**config.mk**
```make
export PLATFORM = sky130hd
export DESIGN_NAME = clk_div_monitor
export DESIGN_NICKNAME = d
export VERILOG_FILES = /design/src/rtl/clk_mon_pkg.sv /design/src/rtl/clk_edge_sampler.sv /design/src/rtl/clk_div_monitor.sv
export SDC_FILE = /design/constraint.sdc
export NUM_CORES = 1
export LEC_CHECK = 0
export BUFFER_PORTS_ARGS = -buffer_cell sky130_fd_sc_hd__buf_4
export CORE_MARGIN = 2
export CORE_UTILIZATION = 45
export CTS_BUF_LIST = sky130_fd_sc_hd__clkbuf_2 sky130_fd_sc_hd__clkbuf_4 sky130_fd_sc_hd__clkbuf_8
export DETAILED_ROUTE_END_ITERATION = 10
export PLACE_DENSITY = 0.75
export SLEW_MARGIN = 20
export SYNTH_ARGS = -nofsm -noshare
export SYNTH_HDL_FRONTEND = slang
export SYNTH_SLANG_ARGS = --single-unit
export TNS_END_PERCENT = 1
```
**constraint.sdc**
```tcl
create_clock -name clk -period 4.6 [get_ports clk]
set_clock_uncertainty 0.1 [all_clocks]
set_input_delay 0.23 -clock clk [delete_from_list [all_inputs] [get_ports clk]]
set_output_delay 0.23 -clock clk [all_outputs]
set_load 0.02 [all_outputs]
```
**src/rtl/clk_mon_pkg.sv**
```systemverilog
// Shared types for the divided-clock period/duty monitor.
package clk_mon_pkg;

  typedef enum logic [1:0] {
    IDLE,
    ARM,
    MEAS,
    HOLD
  } state_t;

  // Half-sample offset of each transition position from the previous posedge sample.
  localparam logic [1:0] POS1 = 2'd1;  // prev s_p -> s_n
  localparam logic [1:0] POS2 = 2'd2;  // s_n -> current s_p

endpackage

```
**src/rtl/clk_edge_sampler.sv**
```systemverilog
// Samples clk_in on both edges of clk and reports the two half-sample transitions
// that each posedge of clk evaluates.
module clk_edge_sampler (
  input  logic clk,
  input  logic rstn,
  input  logic clk_in,
  output logic rise1,
  output logic rise2,
  output logic fall1,
  output logic fall2
);

  logic r_s_n;
  logic r_s_p;

  always_ff @(negedge clk or negedge rstn) begin
    if (!rstn) begin
      r_s_n <= 1'b0;
    end else begin
      r_s_n <= clk_in;
    end
  end

  always_ff @(posedge clk or negedge rstn) begin
    if (!rstn) begin
      r_s_p <= 1'b0;
    end else begin
      r_s_p <= clk_in;
    end
  end

  // clk_in itself is the current posedge sample, so results land on the evaluating edge.
  assign rise1 = ~r_s_p & r_s_n;
  assign fall1 = r_s_p & ~r_s_n;
  assign rise2 = ~r_s_n & clk_in;
  assign fall2 = r_s_n & ~clk_in;

endmodule

```
**src/rtl/clk_div_monitor.sv**
```systemverilog
// Measures period and high time of a divided clock in half-cycles of clk and
// reports them, with a duty-cycle verdict, over a valid/ready handshake.
module clk_div_monitor
  import clk_mon_pkg::*;
#(
  parameter int CNT_W = 8,
  parameter int TOL   = 1
) (
  input  logic             clk,
  input  logic             rstn,
  input  logic             clk_in,
  input  logic             en,
  output logic             meas_valid,
  input  logic             meas_ready,
  output logic [CNT_W-1:0] period_hc,
  output logic [CNT_W-1:0] high_hc,
  output logic             duty_err,
  output logic             ovf,
  output logic             busy
);

  localparam logic [CNT_W-1:0] CNT_MAX  = '1;
  localparam logic [CNT_W+1:0] DUTY_TOL = (CNT_W+2)'(2 * TOL);

  state_t                  r_state, w_state_next;
  logic [CNT_W-1:0]        r_cnt, w_cnt_next;
  logic                    r_fall_seen, w_fall_seen_next;
  logic [CNT_W-1:0]        r_high_cap, w_high_cap_next;
  logic                    r_valid, w_valid_next;
  logic [CNT_W-1:0]        r_period, r_high;
  logic                    r_duty_err, r_ovf;

  logic                    w_rise1, w_rise2, w_fall1, w_fall2;
  logic [CNT_W-1:0]        w_cnt_p1, w_cnt_p2;
  logic                    w_fs1, w_fs2;
  logic [CNT_W-1:0]        w_hc1, w_hc2;
  logic                    w_close;
  logic [CNT_W-1:0]        w_close_period, w_close_high;
  logic                    w_close_ovf, w_close_err;
  logic signed [CNT_W+1:0] w_diff;
  logic [CNT_W+1:0]        w_abs;

  function automatic logic [CNT_W-1:0] sat_add(input logic [CNT_W-1:0] a, input logic [1:0] b);
    logic [CNT_W:0] sum;
    sum = {1'b0, a} + {{(CNT_W-1){1'b0}}, b};
    return sum[CNT_W] ? CNT_MAX : sum[CNT_W-1:0];
  endfunction

  clk_edge_sampler u_sampler (
    .clk    (clk),
    .rstn   (rstn),
    .clk_in (clk_in),
    .rise1  (w_rise1),
    .rise2  (w_rise2),
    .fall1  (w_fall1),
    .fall2  (w_fall2)
  );

  // r_cnt is the count at the last posedge sample; fall capture is ordered pos 1 then pos 2.
  assign w_cnt_p1 = sat_add(r_cnt, POS1);
  assign w_cnt_p2 = sat_add(r_cnt, POS2);
  assign w_fs1    = r_fall_seen | w_fall1;
  assign w_hc1    = r_fall_seen ? r_high_cap : w_cnt_p1;
  assign w_fs2    = w_fs1 | w_fall2;
  assign w_hc2    = w_fs1 ? w_hc1 : w_cnt_p2;

  always_comb begin
    w_state_next     = r_state;
    w_cnt_next       = r_cnt;
    w_fall_seen_next = r_fall_seen;
    w_high_cap_next  = r_high_cap;
    w_valid_next     = r_valid;
    w_close          = 1'b0;
    w_close_period   = CNT_MAX;
    w_close_high     = CNT_MAX;
    unique case (r_state)
      IDLE: begin
        if (en) w_state_next = ARM;
      end
      ARM: begin
        if (!en) begin
          w_state_next = IDLE;
        end else if (w_rise1) begin
          w_state_next     = MEAS;
          w_cnt_next       = CNT_W'(POS2 - POS1);
          w_fall_seen_next = w_fall2;
          w_high_cap_next  = CNT_W'(POS2 - POS1);
        end else if (w_rise2) begin
          w_state_next     = MEAS;
          w_cnt_next       = '0;
          w_fall_seen_next = 1'b0;
          w_high_cap_next  = '0;
        end
      end
      MEAS: begin
        if (!en) begin
          w_state_next = IDLE;
        end else if (w_rise1) begin
          w_close        = 1'b1;
          w_close_period = w_cnt_p1;
          w_close_high   = r_fall_seen ? r_high_cap : CNT_MAX;
        end else if (w_rise2) begin
          w_close        = 1'b1;
          w_close_period = w_cnt_p2;
          w_close_high   = w_fs1 ? w_hc1 : CNT_MAX;
        end else if (w_cnt_p2 == CNT_MAX) begin
          w_close        = 1'b1;
          w_close_period = CNT_MAX;
          w_close_high   = w_fs2 ? w_hc2 : CNT_MAX;
        end else begin
          w_cnt_next       = w_cnt_p2;
          w_fall_seen_next = w_fs2;
          w_high_cap_next  = w_hc2;
        end
        if (w_close) begin
          w_state_next = HOLD;
          w_valid_next = 1'b1;
        end
      end
      HOLD: begin
        if (meas_ready) begin
          w_valid_next = 1'b0;
          w_state_next = en ? ARM : IDLE;
        end
      end
      default: w_state_next = IDLE;
    endcase
  end

  assign w_close_ovf = (w_close_period == CNT_MAX);
  assign w_diff      = $signed({1'b0, w_close_high, 1'b0}) - $signed({2'b00, w_close_period});
  assign w_abs       = w_diff[CNT_W+1] ? $unsigned(-w_diff) : $unsigned(w_diff);
  assign w_close_err = w_close_ovf | (w_abs > DUTY_TOL);

  always_ff @(posedge clk or negedge rstn) begin
    if (!rstn) begin
      r_state     <= IDLE;
      r_cnt       <= '0;
      r_fall_seen <= 1'b0;
      r_high_cap  <= '0;
      r_valid     <= 1'b0;
      r_period    <= '0;
      r_high      <= '0;
      r_duty_err  <= 1'b0;
      r_ovf       <= 1'b0;
    end else begin
      r_state     <= w_state_next;
      r_cnt       <= w_cnt_next;
      r_fall_seen <= w_fall_seen_next;
      r_high_cap  <= w_high_cap_next;
      r_valid     <= w_valid_next;
      if (w_close) begin
        r_period   <= w_close_period;
        r_high     <= w_close_high;
        r_duty_err <= w_close_err;
        r_ovf      <= w_close_ovf;
      end
    end
  end

  assign meas_valid = r_valid;
  assign period_hc  = r_period;
  assign high_hc    = r_high;
  assign duty_err   = r_duty_err;
  assign ovf        = r_ovf;
  assign busy       = (r_state != IDLE);

endmodule

```
==> impl_metrics.xml <==
<?xml version="1.0" encoding="UTF-8"?>
<metrics>
  <group name="grt">
    <metric name="grt-ovfl-total" unit="">0</metric>
    <metric name="globalRouteTotalUtil" unit="">0.255</metric>
    <metric name="grt_pass1_wl" unit="um">15300</metric>
    <metric name="grt_max_degree" unit="">41</metric>
    <metric name="grt_antenna_before_repair" unit="">0</metric>
    <metric name="grt_pass1_vias" unit="">3217</metric>
  </group>
  <group name="timing">
    <metric name="drv_slew" unit="">0</metric>
    <metric name="timing.max_slew.rel_slack" unit="">0.487</metric>
    <metric name="fin_ws" unit="ns">-1.30</metric>
    <metric name="rsz0062_at_grt" unit="">true</metric>
    <metric name="final_setup_violations" unit="">3</metric>
    <metric name="transition_time_at_the_pin_with_the_least_slew_margin" unit="ns">0.769</metric>
    <metric name="whs" unit="ns">0.119</metric>
    <metric name="hold_viol" unit="">0</metric>
  </group>
  <group name="hold_path">
    <metric name="min_path_cells" unit="">3</metric>
    <metric name="worstHoldStart" unit="">meas_ready</metric>
    <metric name="holdCritPathClass" unit="">primary input to flop</metric>
  </group>
  <group name="cts">
    <metric name="tritoncts" unit="">yes</metric>
    <metric name="clock_tree.root_cell" unit="">sky130_fd_sc_hd__clkbuf_8</metric>
    <metric name="ctsHtreeMaxLevel" unit="">2</metric>
    <metric name="cts-root-to-sink-buffers" unit="">2</metric>
    <metric name="clock_latency" unit="ns">0.31</metric>
    <metric name="clock-sinks" unit="">40</metric>
    <metric name="cts.reportedPaths.clkPinSlew" unit="ns">0.09</metric>
    <metric name="cts_buffers" unit="">5</metric>
  </group>
  <group name="floorplan">
    <metric name="dieWidth" unit="um">87.6</metric>
    <metric name="floorplan.core_area" unit="um2">6790</metric>
    <metric name="die-area" unit="um2">7680</metric>
    <metric name="initial_core_util" unit="">0.463</metric>
    <metric name="fp.dieH" unit="um">87.6</metric>
    <metric name="io_pins" unit="">25</metric>
    <metric name="placement_rows" unit="">30</metric>
  </group>
  <group name="status">
    <metric name="violations" unit="">setup timing</metric>
    <metric name="outcome" unit="">finished, violations left</metric>
  </group>
  <group name="synthesis">
    <metric name="postSynthNetCount" unit="">408</metric>
    <metric name="portion_of_synthesized_cell_area_occupied_by_the_leading_cell_type" unit="">0.310</metric>
    <metric name="synthesis.yosys.warnings" unit="">0</metric>
    <metric name="synth_sequential_area_ratio" unit="">0.318</metric>
    <metric name="yosys_register_bits" unit="">40</metric>
    <metric name="yosys.cell_types.count" unit="">56</metric>
    <metric name="synth_top_area_cell" unit="">sky130_fd_sc_hd__dfrtp_1</metric>
    <metric name="synth.cell_area" unit="um2">3150</metric>
    <metric name="synth_cells" unit="">391</metric>
    <metric name="cells_taking_the_most_area_after_synthesis" unit="">sky130_fd_sc_hd__dfrtp_1 31%, sky130_fd_sc_hd__nor2_1 5.7%, sky130_fd_sc_hd__nand2_1 5.0%</metric>
    <metric name="synth-async-reset-ratio" unit="">1.00</metric>
    <metric name="synthesized_area_divided_by_synthesized_cell_count" unit="um2">8.05</metric>
    <metric name="dominant_synthesized_flop_cell" unit="">sky130_fd_sc_hd__dfrtp_1</metric>
    <metric name="edff_count_synth" unit="">0</metric>
  </group>
  <group name="power_and_ir_drop">
    <metric name="vdd_drop_max" unit="mV">0.263</metric>
    <metric name="power.leakage" unit="nW">1.88</metric>
    <metric name="power_density" unit="nW/um2">414</metric>
  </group>
  <group name="detailed_routing">
    <metric name="wl_per_cell" unit="um">16.2</metric>
    <metric name="iteration_count_of_the_initial_detailed_routing_pass" unit="">5</metric>
    <metric name="postRouteAntennaNets" unit="">0</metric>
    <metric name="remaining_drc_errors" unit="">0</metric>
    <metric name="avgViaCountPerCell" unit="">5.87</metric>
    <metric name="detail_route.wirelength" unit="um">9270</metric>
    <metric name="routed-via-count" unit="">3351</metric>
    <metric name="initialDrtViolationCount" unit="">302</metric>
  </group>
  <group name="run">
    <metric name="cap_violations" unit="">0</metric>
  </group>
  <group name="critical_path">
    <metric name="cp_data_arrival_time" unit="ns">6.04</metric>
    <metric name="path_class" unit="">flop to flop</metric>
    <metric name="r2r_cells" unit="">16</metric>
    <metric name="worst_setup_ep_type" unit="">flop</metric>
    <metric name="worst_setup_path_startpoint" unit="">u_sampler.r_s_n</metric>
    <metric name="crit_required" unit="ns">4.74</metric>
    <metric name="r2r_start" unit="">u_sampler.r_s_n</metric>
    <metric name="worst_setup_path_start_kind" unit="">flop</metric>
    <metric name="worst-path-max-fanout" unit="">8</metric>
  </group>
  <group name="finish">
    <metric name="drive_above_1_share" unit="">0.263</metric>
    <metric name="final_net_count" unit="">491</metric>
    <metric name="finalInstanceArea" unit="um2">4030</metric>
    <metric name="area_grow_syn2layout" unit="%">28.1</metric>
    <metric name="n_antenna_cell" unit="">0</metric>
  </group>
  <group name="place">
    <metric name="globalplace.congestion" unit="">1.04</metric>
    <metric name="dp_worst_setup_slack" unit="ns">-1.25</metric>
    <metric name="post-dp-hpwl" unit="um">7050</metric>
    <metric name="placement.cell_area" unit="um2">3890</metric>
    <metric name="placement.io_buffers" unit="">24</metric>
  </group>
</metrics>
-- repair_timing --
| item | CTS | global route |
|---|---|---|
| resized for setup | 7 | 1 |
| hold endpoints to repair | 40 | 0 |
| hold buffers | 2 | 0 |
| setup buffers | 2 | 0 |
| endpoints found under the setup margin | 3 | 3 |
-- cells in the mapped netlist (all sizes together) (2+ instances only) --
library cell / n
and2: 7
or2: 3
a211oi: 2
nor2b: 11
nand2b: 3
dfrtp: 39
xnor2: 6
ha: 11
o21ai: 31
o211ai: 11
inv: 11
a22o: 10
a21oi: 29
o22ai: 6
nand3: 11
mux2i: 4
o31a: 2
buf: 8
nand4: 4
xor2: 3
o21a: 11
o31ai: 4
a211o: 4
clkbuf: 13
nand4b: 2
nand2: 46
a32oi: 2
a31oi: 6
and3: 10
or3: 2
a21o: 4
nor2: 51
and4: 2
nor3: 8
-- report_power, final --
part,internal (mW),switching [mW],leakage [nW]
sequential,0.469,0.122,0.508
combinational,0.388,0.438,1.33
clock,0.108,0.144,0.0445
-- kinds of logic (layout without fill, tap and decap cells) --
| logic type | Yosys count | in the layout | synth area share |
|---|---|---|---|
| AOI/OAI and AO/OA | 131 | 131 | 0.286 |
| xor gates and xnor gates | 9 | 9 | 0.0310 |
| adders and majority gates | 12 | 12 | 0.0501 |
| buffers and inverters | 32 | 116 | 0.0453 |
| DFF | 40 | 40 | 0.318 |
| muxes | 4 | 4 | 0.0127 |
| and+or+nand+nor | 163 | 163 | 0.256 |
-- path summary, 6_finish.rpt --
kind,to,slack [ns]
worst min-delay path,r_state[0],0.12
max in group asynchronous,u_sampler.r_s_n,1.50
worst max register to register,duty_err,-1.30
min in group asynchronous,r_state[0],0.33
worst max-delay path,duty_err,-1.30
worst min register to register,high_hc[7],0.40
-- registers in the layout, indices dropped and copies added (netlist names) --
register and count:
r_state 2, period_hc 8, r_cnt 8, u_sampler.r_s_p 1
ovf 1, r_high_cap 8, high_hc 8, r_fall_seen 1
duty_err 1, u_sampler.r_s_n 1, meas_valid 1
-- critical path, cell delays in order (launching register included) --
cell and delay, ns:
sky130_fd_sc_hd__dfrtn_1 0.40, sky130_fd_sc_hd__nor2b_4 0.15, sky130_fd_sc_hd__mux2i_2 0.28, sky130_fd_sc_hd__and2_1 0.17, sky130_fd_sc_hd__o31ai_1 0.08, sky130_fd_sc_hd__or3_1 0.41, sky130_fd_sc_hd__o21ai_1 0.11, sky130_fd_sc_hd__a21oi_1 0.11
sky130_fd_sc_hd__a211o_1 0.31, sky130_fd_sc_hd__ha_4 0.24, sky130_fd_sc_hd__o211ai_1 0.13, sky130_fd_sc_hd__nor2_2 0.08, sky130_fd_sc_hd__nor4b_4 0.29, sky130_fd_sc_hd__buf_4 0.19, sky130_fd_sc_hd__nor2_2 0.04, sky130_fd_sc_hd__o2111a_1 0.25
sky130_fd_sc_hd__a41oi_2 0.18
-- area by class of cell --
| class | instances | area, um2 |
|---|---|---|
| clock buffer | 5 | 68.8 |
| clock inverter | 3 | 21.3 |
| fill | 594 | 2760 |
| inverter | 11 | 43.8 |
| multi-input combinational | 319 | 2030 |
| sequential | 40 | 1000 |
| tap | 96 | 120 |
| timing repair buffer | 97 | 746 |
-- layout by cell type (no fill, tap or decap), types with 11 or more instances in the layout --
cell type                  Yosys  layout
sky130_fd_sc_hd__buf_4         4      94
sky130_fd_sc_hd__a21oi_1      29      29
sky130_fd_sc_hd__dfrtp_1      39      39
sky130_fd_sc_hd__nand2_1      42      42
sky130_fd_sc_hd__o21a_1       11      11
sky130_fd_sc_hd__o211ai_1     11      11
sky130_fd_sc_hd__nor2_1       48      48
sky130_fd_sc_hd__o21ai_0      28      22
sky130_fd_sc_hd__nand3_1      11      11
-- metal layers --
metal	track usage	part of all wire
met5	0	0
met4	0.143	0.038
met3	0.0415	0.054
met2	0.404	0.46
met1	0.330	0.44
-- through the flow --
stage               total power, mW  utilization  instances  TNS (ns)
global route                   1.78        0.593        571     -2.03
global placement               1.39        0.573        559     -1.43
detailed placement             1.41        0.573        559     -1.67
CTS                            1.67        0.593        571     -1.46
finish                         1.67        0.593        571     -1.73
floorplan                      1.07            -        391     -1.09
No activity file was read; power rests on OpenSTA's default activity.
